$ cat src/rtl/alu_share_arb_if.sv
// Request/response handshake bundle between the two requesters and alu_share_arb.
// slave = arbiter side, master = requester side.
interface alu_share_arb_if #(
  parameter int W  = 8,
  parameter int CW = 4
);
  logic [1:0]    req_valid;
  logic [1:0]    req_ready;
  logic [CW-1:0] req_cmd0;
  logic [CW-1:0] req_cmd1;
  logic [W-1:0]  req_a0;
  logic [W-1:0]  req_a1;
  logic [W-1:0]  req_b0;
  logic [W-1:0]  req_b1;
  logic [1:0]    rsp_valid;
  logic [1:0]    rsp_ready;
  logic [W-1:0]  rsp_rslt;
  logic          rsp_beq;
  logic          rsp_slt;

  modport slave (
    input  req_valid, req_cmd0, req_cmd1, req_a0, req_a1, req_b0, req_b1, rsp_ready,
    output req_ready, rsp_valid, rsp_rslt, rsp_beq, rsp_slt
  );

  modport master (
    output req_valid, req_cmd0, req_cmd1, req_a0, req_a1, req_b0, req_b1, rsp_ready,
    input  req_ready, rsp_valid, rsp_rslt, rsp_beq, rsp_slt
  );
endinterface

$ cat src/rtl/alu_share_arb.sv
// Round-robin sharing of one combinational ALU between two requesters, one op in flight.
// Optional counters grant_cnt0/grant_cnt1/stall_cnt enabled by ALU_SHARE_ARB_PERF_EN.
module alu_share_arb #(
  parameter int W  = 8,
  parameter int CW = 4
) (
  input  logic          clk,
  input  logic          reset,
  alu_share_arb_if.slave arb_bus,
  output logic [CW-1:0] alu_cmd,
  output logic [W-1:0]  alu_inA,
  output logic [W-1:0]  alu_inB,
  input  logic [W-1:0]  alu_rslt,
  input  logic          alu_beq,
  input  logic          alu_slt
`ifdef ALU_SHARE_ARB_PERF_EN
  ,
  output logic [15:0]   grant_cnt0,
  output logic [15:0]   grant_cnt1,
  output logic [15:0]   stall_cnt
`endif
);

  localparam logic [1:0] ST_IDLE = 2'd0;
  localparam logic [1:0] ST_EXEC = 2'd1;
  localparam logic [1:0] ST_RESP = 2'd2;

  logic [1:0]    r_state;
  logic          r_owner;
  logic          r_rr_ptr;
  logic [CW-1:0] r_op_cmd;
  logic [W-1:0]  r_op_a;
  logic [W-1:0]  r_op_b;
  logic [W-1:0]  r_rsp_rslt;
  logic          r_rsp_beq;
  logic          r_rsp_slt;

  logic          w_any_req;
  logic          w_grant;
  logic [1:0]    w_req_ready;
  logic          w_req_hs;
  logic [1:0]    w_rsp_valid;
  logic          w_rsp_hs;
  logic [CW-1:0] w_sel_cmd;
  logic [W-1:0]  w_sel_a;
  logic [W-1:0]  w_sel_b;

  // Lone requester wins outright; on contention rr_ptr decides.
  always_comb begin
    w_any_req = |arb_bus.req_valid;
    w_grant   = arb_bus.req_valid[1] & (~arb_bus.req_valid[0] | r_rr_ptr);
    w_sel_cmd = w_grant ? arb_bus.req_cmd1 : arb_bus.req_cmd0;
    w_sel_a   = w_grant ? arb_bus.req_a1   : arb_bus.req_a0;
    w_sel_b   = w_grant ? arb_bus.req_b1   : arb_bus.req_b0;
  end

  // Handshake outputs are gated by reset so nothing can complete on a reset edge.
  always_comb begin
    w_req_ready = 2'b00;
    if (!reset && (r_state == ST_IDLE) && w_any_req)
      w_req_ready = w_grant ? 2'b10 : 2'b01;
    w_rsp_valid = 2'b00;
    if (!reset && (r_state == ST_RESP))
      w_rsp_valid = r_owner ? 2'b10 : 2'b01;
    w_req_hs = |(arb_bus.req_valid & w_req_ready);
    w_rsp_hs = |(w_rsp_valid & arb_bus.rsp_ready);
  end

  always_ff @(posedge clk) begin
    if (reset) begin
      r_state    <= ST_IDLE;
      r_owner    <= 1'b0;
      r_rr_ptr   <= 1'b0;
      r_op_cmd   <= '0;
      r_op_a     <= '0;
      r_op_b     <= '0;
      r_rsp_rslt <= '0;
      r_rsp_beq  <= 1'b0;
      r_rsp_slt  <= 1'b0;
    end else begin
      case (r_state)
        ST_IDLE: begin
          if (w_req_hs) begin
            r_op_cmd <= w_sel_cmd;
            r_op_a   <= w_sel_a;
            r_op_b   <= w_sel_b;
            r_owner  <= w_grant;
            r_state  <= ST_EXEC;
          end
        end
        ST_EXEC: begin
          r_rsp_rslt <= alu_rslt;
          r_rsp_beq  <= alu_beq;
          r_rsp_slt  <= alu_slt;
          r_state    <= ST_RESP;
        end
        ST_RESP: begin
          if (w_rsp_hs) begin
            r_rr_ptr <= ~r_owner;
            r_state  <= ST_IDLE;
          end
        end
        default: r_state <= ST_IDLE;
      endcase
    end
  end

  assign arb_bus.req_ready = w_req_ready;
  assign arb_bus.rsp_valid = w_rsp_valid;
  assign arb_bus.rsp_rslt  = r_rsp_rslt;
  assign arb_bus.rsp_beq   = r_rsp_beq;
  assign arb_bus.rsp_slt   = r_rsp_slt;
  assign alu_cmd           = r_op_cmd;
  assign alu_inA           = r_op_a;
  assign alu_inB           = r_op_b;

`ifdef ALU_SHARE_ARB_PERF_EN
  logic [15:0] r_grant_cnt0;
  logic [15:0] r_grant_cnt1;
  logic [15:0] r_stall_cnt;

  always_ff @(posedge clk) begin
    if (reset) begin
      r_grant_cnt0 <= '0;
      r_grant_cnt1 <= '0;
      r_stall_cnt  <= '0;
    end else begin
      if (w_req_hs && !w_grant && (r_grant_cnt0 != '1))
        r_grant_cnt0 <= r_grant_cnt0 + 16'd1;
      if (w_req_hs && w_grant && (r_grant_cnt1 != '1))
        r_grant_cnt1 <= r_grant_cnt1 + 16'd1;
      if (w_any_req && (w_req_ready == 2'b00) && (r_stall_cnt != '1))
        r_stall_cnt <= r_stall_cnt + 16'd1;
    end
  end

  assign grant_cnt0 = r_grant_cnt0;
  assign grant_cnt1 = r_grant_cnt1;
  assign stall_cnt  = r_stall_cnt;
`endif

endmodule
$ cat src/flat_wrapper.sv
// flat-port wrapper written by rule: the top's interface ports become plain ports
module alu_share_arb_flat 
#(
  parameter int W  = 8,
  parameter int CW = 4
)
  (clk, reset, alu_cmd, alu_inA, alu_inB, alu_rslt, alu_beq, alu_slt, arb_bus_req_valid, arb_bus_req_cmd0, arb_bus_req_cmd1, arb_bus_req_a0, arb_bus_req_a1, arb_bus_req_b0, arb_bus_req_b1, arb_bus_rsp_ready, arb_bus_req_ready, arb_bus_rsp_valid, arb_bus_rsp_rslt, arb_bus_rsp_beq, arb_bus_rsp_slt);
  alu_share_arb_if #(.W(W), .CW(CW)) arb_bus_i ();
  input  logic clk;
  input  logic reset;
  output logic [CW-1:0] alu_cmd;
  output logic [W-1:0] alu_inA;
  output logic [W-1:0] alu_inB;
  input  logic [W-1:0] alu_rslt;
  input  logic alu_beq;
  input  logic alu_slt;
  input wire logic [$bits(arb_bus_i.req_valid)-1:0] arb_bus_req_valid;
  input wire logic [$bits(arb_bus_i.req_cmd0)-1:0] arb_bus_req_cmd0;
  input wire logic [$bits(arb_bus_i.req_cmd1)-1:0] arb_bus_req_cmd1;
  input wire logic [$bits(arb_bus_i.req_a0)-1:0] arb_bus_req_a0;
  input wire logic [$bits(arb_bus_i.req_a1)-1:0] arb_bus_req_a1;
  input wire logic [$bits(arb_bus_i.req_b0)-1:0] arb_bus_req_b0;
  input wire logic [$bits(arb_bus_i.req_b1)-1:0] arb_bus_req_b1;
  input wire logic [$bits(arb_bus_i.rsp_ready)-1:0] arb_bus_rsp_ready;
  output wire logic [$bits(arb_bus_i.req_ready)-1:0] arb_bus_req_ready;
  output wire logic [$bits(arb_bus_i.rsp_valid)-1:0] arb_bus_rsp_valid;
  output wire logic [$bits(arb_bus_i.rsp_rslt)-1:0] arb_bus_rsp_rslt;
  output wire logic [$bits(arb_bus_i.rsp_beq)-1:0] arb_bus_rsp_beq;
  output wire logic [$bits(arb_bus_i.rsp_slt)-1:0] arb_bus_rsp_slt;
  assign arb_bus_i.req_valid = arb_bus_req_valid;
  assign arb_bus_i.req_cmd0 = arb_bus_req_cmd0;
  assign arb_bus_i.req_cmd1 = arb_bus_req_cmd1;
  assign arb_bus_i.req_a0 = arb_bus_req_a0;
  assign arb_bus_i.req_a1 = arb_bus_req_a1;
  assign arb_bus_i.req_b0 = arb_bus_req_b0;
  assign arb_bus_i.req_b1 = arb_bus_req_b1;
  assign arb_bus_i.rsp_ready = arb_bus_rsp_ready;
  assign arb_bus_req_ready = arb_bus_i.req_ready;
  assign arb_bus_rsp_valid = arb_bus_i.rsp_valid;
  assign arb_bus_rsp_rslt = arb_bus_i.rsp_rslt;
  assign arb_bus_rsp_beq = arb_bus_i.rsp_beq;
  assign arb_bus_rsp_slt = arb_bus_i.rsp_slt;
  alu_share_arb #(.W(W), .CW(CW)) u_core (.clk(clk), .reset(reset), .arb_bus(arb_bus_i), .alu_cmd(alu_cmd), .alu_inA(alu_inA), .alu_inB(alu_inB), .alu_rslt(alu_rslt), .alu_beq(alu_beq), .alu_slt(alu_slt));
endmodule
$ cat config.mk
export PLATFORM = sky130hd
export DESIGN_NAME = alu_share_arb_flat
export DESIGN_NICKNAME = d
export VERILOG_FILES = /design/src/rtl/alu_share_arb_if.sv /design/src/rtl/alu_share_arb.sv /design/src/flat_wrapper.sv
export SDC_FILE = /design/constraint.sdc
export NUM_CORES = 1
export LEC_CHECK = 0
export ABC_CLOCK_PERIOD_IN_PS = 2400
export CAP_MARGIN = 10
export CORE_ASPECT_RATIO = 1.1
export CORE_MARGIN = 2
export CORE_UTILIZATION = 27
export CTS_BUF_LIST = sky130_fd_sc_hd__clkbuf_16
export DETAILED_ROUTE_END_ITERATION = 16
export DONT_BUFFER_PORTS = 1
export GPL_TIMING_DRIVEN = 0
export PLACE_DENSITY_LB_ADDON = 0.2
export SYNTH_ARGS = -nofsm -noshare
export SYNTH_HDL_FRONTEND = slang
export SYNTH_SLANG_ARGS = --single-unit
$ cat constraint.sdc
create_clock -name clk -period 2.4 [get_ports clk]
set_input_delay 0.48 -clock clk [delete_from_list [all_inputs] [get_ports clk]]
set_output_delay 0.48 -clock clk [all_outputs]
set_load 0.05 [all_outputs]
* Yosys cells after proc, flatten, opt, wreduce, memory -nomap -nowiden
Cells that the tools add are included.
W data, S select, Z words.
** Storage, ports and cells
- Output and inout bits :: 34
- Word-level logic and storage cells :: 40
- ROM bits :: 0
- Latch bits :: 0
- RAM bits :: 0
- Bits of input ports :: 56
- Memories kept :: 0
- Register bits :: 34
** Operators by class
- Reductions and logical operators :: 11
- Equality and inequality tests :: 4
- Shift operators :: 0
- $add $sub $neg :: 0
- Bitwise logic cells :: 6
- Divide/modulo/power cells :: 0
- Order comparisons :: 0
- Muxes and demuxes :: 10
- Multipliers :: 0
** Operators by type and width (count)
- $mux W8 :: 2
- $mux W2 :: 6
- $pmux W2 S3 :: 1
- $reduce_and A2 Y1 :: 3
- $reduce_or A2 Y1 :: 3
- $and A2 B2 Y2 :: 2
- $mux W4 :: 1
- $ne A2 B1 Y1 const B :: 2
- $logic_and A1 B1 Y1 :: 3
- $eq A2 B1 Y1 const B :: 1
- $eq A2 B2 Y1 const B :: 1
- $logic_not A2 Y1 :: 1
- $not A1 Y1 :: 2
- $and A1 B1 Y1 :: 1
- $logic_not A1 Y1 :: 1
- $or A1 B1 Y1 :: 1

* Longest topological paths before layout
- Depth after elaboration :: 9
- Gate-level depth with buffers :: 5
- Gate-level depth less buffers :: 3

* Worst setup path before layout
Ideal clock, no wire load.
- Path type :: in2out
- Start point :: input reset
- End point :: output arb_bus_req_ready[1]
- Arrival time :: 1785 ps
- Data required time :: 1920 ps
- Path slack :: 135 ps
- Buffers on the path :: 2
- Stages :: 4
- Cell sequence :: or3_1 -> buf_2 -> buf_2 -> nor3b_2
** Between the ends
- Longest elaborated chain between the ends :: 4
** Ends and longest elaborated chain
- start: declaration :: RTL line flat_wrapper.sv:10 : input logic reset;
- $logic_not A1 Y1 :: RTL line alu_share_arb.sv:60 : if (!reset && (r_state == ST_IDLE) && w_any_req)
- $logic_and A1 B1 Y1 (2 in series) :: RTL line alu_share_arb.sv:60
- $mux W2 :: RTL line alu_share_arb.sv:60
- end: declaration :: RTL line flat_wrapper.sv:25 : output wire logic [$bits(arb_bus_i.req_ready)-1:0] arb_bus_req_ready;
No other way between the ends.

* Final worst setup path
- Start point :: register u_core.r_state[1]
- End point :: output arb_bus_req_ready[1]
** Between the ends
- Longest elaborated chain between the ends :: 4
** Ends and longest elaborated chain
- start: declaration :: RTL line alu_share_arb.sv:28 : logic [1:0] r_state;
- start signal: assignment :: RTL line alu_share_arb.sv:71 : r_state <= ST_IDLE;
- start signal: assignment :: RTL line alu_share_arb.sv:88 : r_state <= ST_EXEC;
- start signal: assignment :: RTL line alu_share_arb.sv:95 : r_state <= ST_RESP;
- $logic_not A2 Y1 :: RTL line alu_share_arb.sv:60
- $logic_and A1 B1 Y1 (2 in series) :: RTL line alu_share_arb.sv:60
- $mux W2 :: RTL line alu_share_arb.sv:60
No other way between the ends.

==> metrics.txt <==
status completed; CTS tree done; global route overflow 0; wire length per cell 16.3 um; Total GRT Usage 13.3%; final setup violating endpoints 0; crit share post-route 95.5%; number of violations reported at the end of detailed-routing iteration 0 47; synthesized net count 218; CTS Buf Count 5; Slew Limit Headroom 41.0%; antenna violations before repair 0; Slew Viols, Final 0; std cell rows 27; Crit path largest cell delay 590 ps; final weighted congestion in routability-driven placement 0.723; number of sinks driven by the clock tree 34; cell at the slowest stage of the critical path nor3b_4; unrepaired setup endpoints after global routing false; Horiz. Die Dim 72.9 um; share of flip-flops with an asynchronous set or reset after synthesis 0%; proportion of synthesized chip area in sequential cells 48.3%; Filler Cell Count 524; number of buffers between clock root and the deepest sink 2; Min Clock Period, post-route 2290 ps; met2 capacity usage during global routing 22.5%; class of the most critical setup path reg -> out; wire length of the first global-routing pass 5890 um; Syn. warnings 0; area enclosed by the die boundary 0.00582 mm2; Critical Path AT 1810 ps; Least-Margin Pin Slew 880 ps; post-synthesis cell count 162; peak clock frequency supported by timing 436 MHz; Buf/Inv on CP 1; # port buffers 0; worst hold-check path type in -> reg; antenna diode count 0; via count of the first global-routing pass 1234; average cell area after synthesis 8.70 um2; number of maximum-capacitance constraint violations 0; root buffer selected by CTS clkbuf_16; type of origin of the critical path flop; gate family responsible for the most delay along the worst path simple AND/OR/NAND/NOR gates; endpoints failing hold 0; buffers inserted during post-CTS setup optimization 0; number of distinct library cell variants in the gate-level netlist after synthesis 21; GR met1 Demand/Resource 14.6%; layout net count 224; total number of H-tree levels 2; pin count of the biggest net entering global routing 15; TNS Setup 0 ps; height of the chip 79.8 um; via density per instance 5.45; count of non-filler cells in the finished layout 227; Power Density 964 mW/mm2; sort of element at the end of the critical path output port; global routing met3 resource utilization 5.93%; HPWL after detailed placement 2910 um; detailed-router iteration count before antenna repair 4; Crit path required time 1920 ps; number of register bits inferred by synthesis 34; grt peak-use layer met2; IR drop worst, VDD 0.271 mV; area growth from synthesis to layout 15.7%; starting density of the core 28.0%; largest fanout on the critical path 14; skew final 3.42 ps; remaining antenna violation count after routing 0; total via count in the routed design 1238; Core Region 0.00503 mm2; Reg clk slew, reported paths 50 ps; Total Routed Length 3700 um; post-detailed-route DRC marker count 0; share of final-layout standard cells stronger than drive strength 1 8.28%; Synth Cell Area 0.00141 mm2; count of placed standard cells including taps 220; count of flip-flops with a built-in enable after synthesis 0; critical path, cell by cell or3_1 > buf_2 > nor3b_4; static leakage 0.000599 uW; top_reg_cell synth dfxtp_1; Ports 90; clock latency reported for the late side of the worst-skew pair 270 ps
[synth_stat cells, types with 2 or more instances]
cell      number  area share [%]
nand2b_1       2            0.89
a21oi_1       13             4.6
dfxtp_1       34              48
nor3_1        21             7.5
buf_2          3             1.1
buf_6          2             1.6
nor2b_1        4             1.8
inv_1          2            0.53
clkbuf_1       9             2.4
nand2_1       41              11
nor2_1         2            0.53
a221o_1       20              14
[metrics by stage]
| stage | util, % | setup slack, ps | total power (uW) | instance area, um2 | hold slack, ps |
|---|---|---|---|---|---|
| CTS | 32.4 | 92.5 | 1590 | 1630 | 268 |
| global route | 32.4 | 17.0 | 1640 | 1630 | 265 |
| detailed placement | 29.7 | -1.98 | 993 | 1490 | 546 |
| finish | 32.4 | 107 | 1570 | 1630 | 273 |
| global placement | 29.5 | -7.26 | 986 | 1480 | 536 |
| floorplan | - | 135 | 951 | 1410 | 496 |
[cell usage in the layout (no fill, tap or decap)]
cell type / n
a2111oi_0: 1
nand2_1: 41
nor3_2: 1
clkinv_1: 1
a211oi_4: 1
dfxtp_1: 34
nand3_1: 1
a221o_1: 20
or2_1: 1
clkbuf_16: 5
nor2_1: 2
or3_1: 1
buf_2: 2
clkbuf_1: 9
buf_6: 2
a21oi_1: 13
a21o_1: 1
nor3b_2: 1
nor2b_1: 4
clkinv_2: 1
inv_1: 3
or2b_1: 1
nor3_1: 20
nor3b_4: 1
nand2b_1: 2
[kinds of logic after synthesis]
group	after synthesis	share of synthesized area [%]
buffers and inverters	16	5.59
and+or+nand+nor	76	24.8
AOI/OAI and AO/OA	36	21.4
DFF	34	48.3
[flip-flops by register name (all words and copies together) (netlist names)]
register,cells
u_core.alu_inA,8
u_core.alu_inB,8
u_core.arb_bus.rsp_rslt,8
u_core.alu_cmd,4
u_core.r_state,2
u_core.arb_bus.rsp_beq,1
u_core.arb_bus.rsp_slt,1
u_core.r_owner,1
u_core.r_rr_ptr,1
[what timing repair did]
action	in CTS	in global routing
setup endpoints to repair	1	0
gates resized for setup	1	0
hold buffers	0	0
[power breakdown]
part / internal [uW] / switching (uW) / total [uW]
sequential: 617 / 198 / 815
combinational: 65.7 / 99.1 / 165
clock: 374 / 218 / 593
[worst paths after layout]
check,from,endpoint,slack (ps),depth (start not counted)
max,u_core.r_state[1],arb_bus_req_ready[1],110,3
min,reset,u_core.r_state[1],270,1
max reg2reg,u_core.r_state[1],u_core.r_owner,670,4
min reg2reg,u_core.r_rr_ptr,u_core.r_rr_ptr,550,2
[layout make-up]
cell class / count / area (um2) / area share, %
multi-input combinational: 112 / 667 / 40.9
tap: 58 / 72.6 / 4.45
clock buffer: 5 / 125 / 7.67
buffer: 13 / 66.3 / 4.06
sequential: 34 / 681 / 41.7
clock inverter: 3 / 12.5 / 0.767
inverter: 2 / 7.51 / 0.460
[layer usage]
metal	share of wire, %	vias up
li1	-	592
met1	40	564
met2	48	74
met3	10	8
met4	1.6	0
met5	0	-
Note: power is estimated with default switching activity, not from simulation.
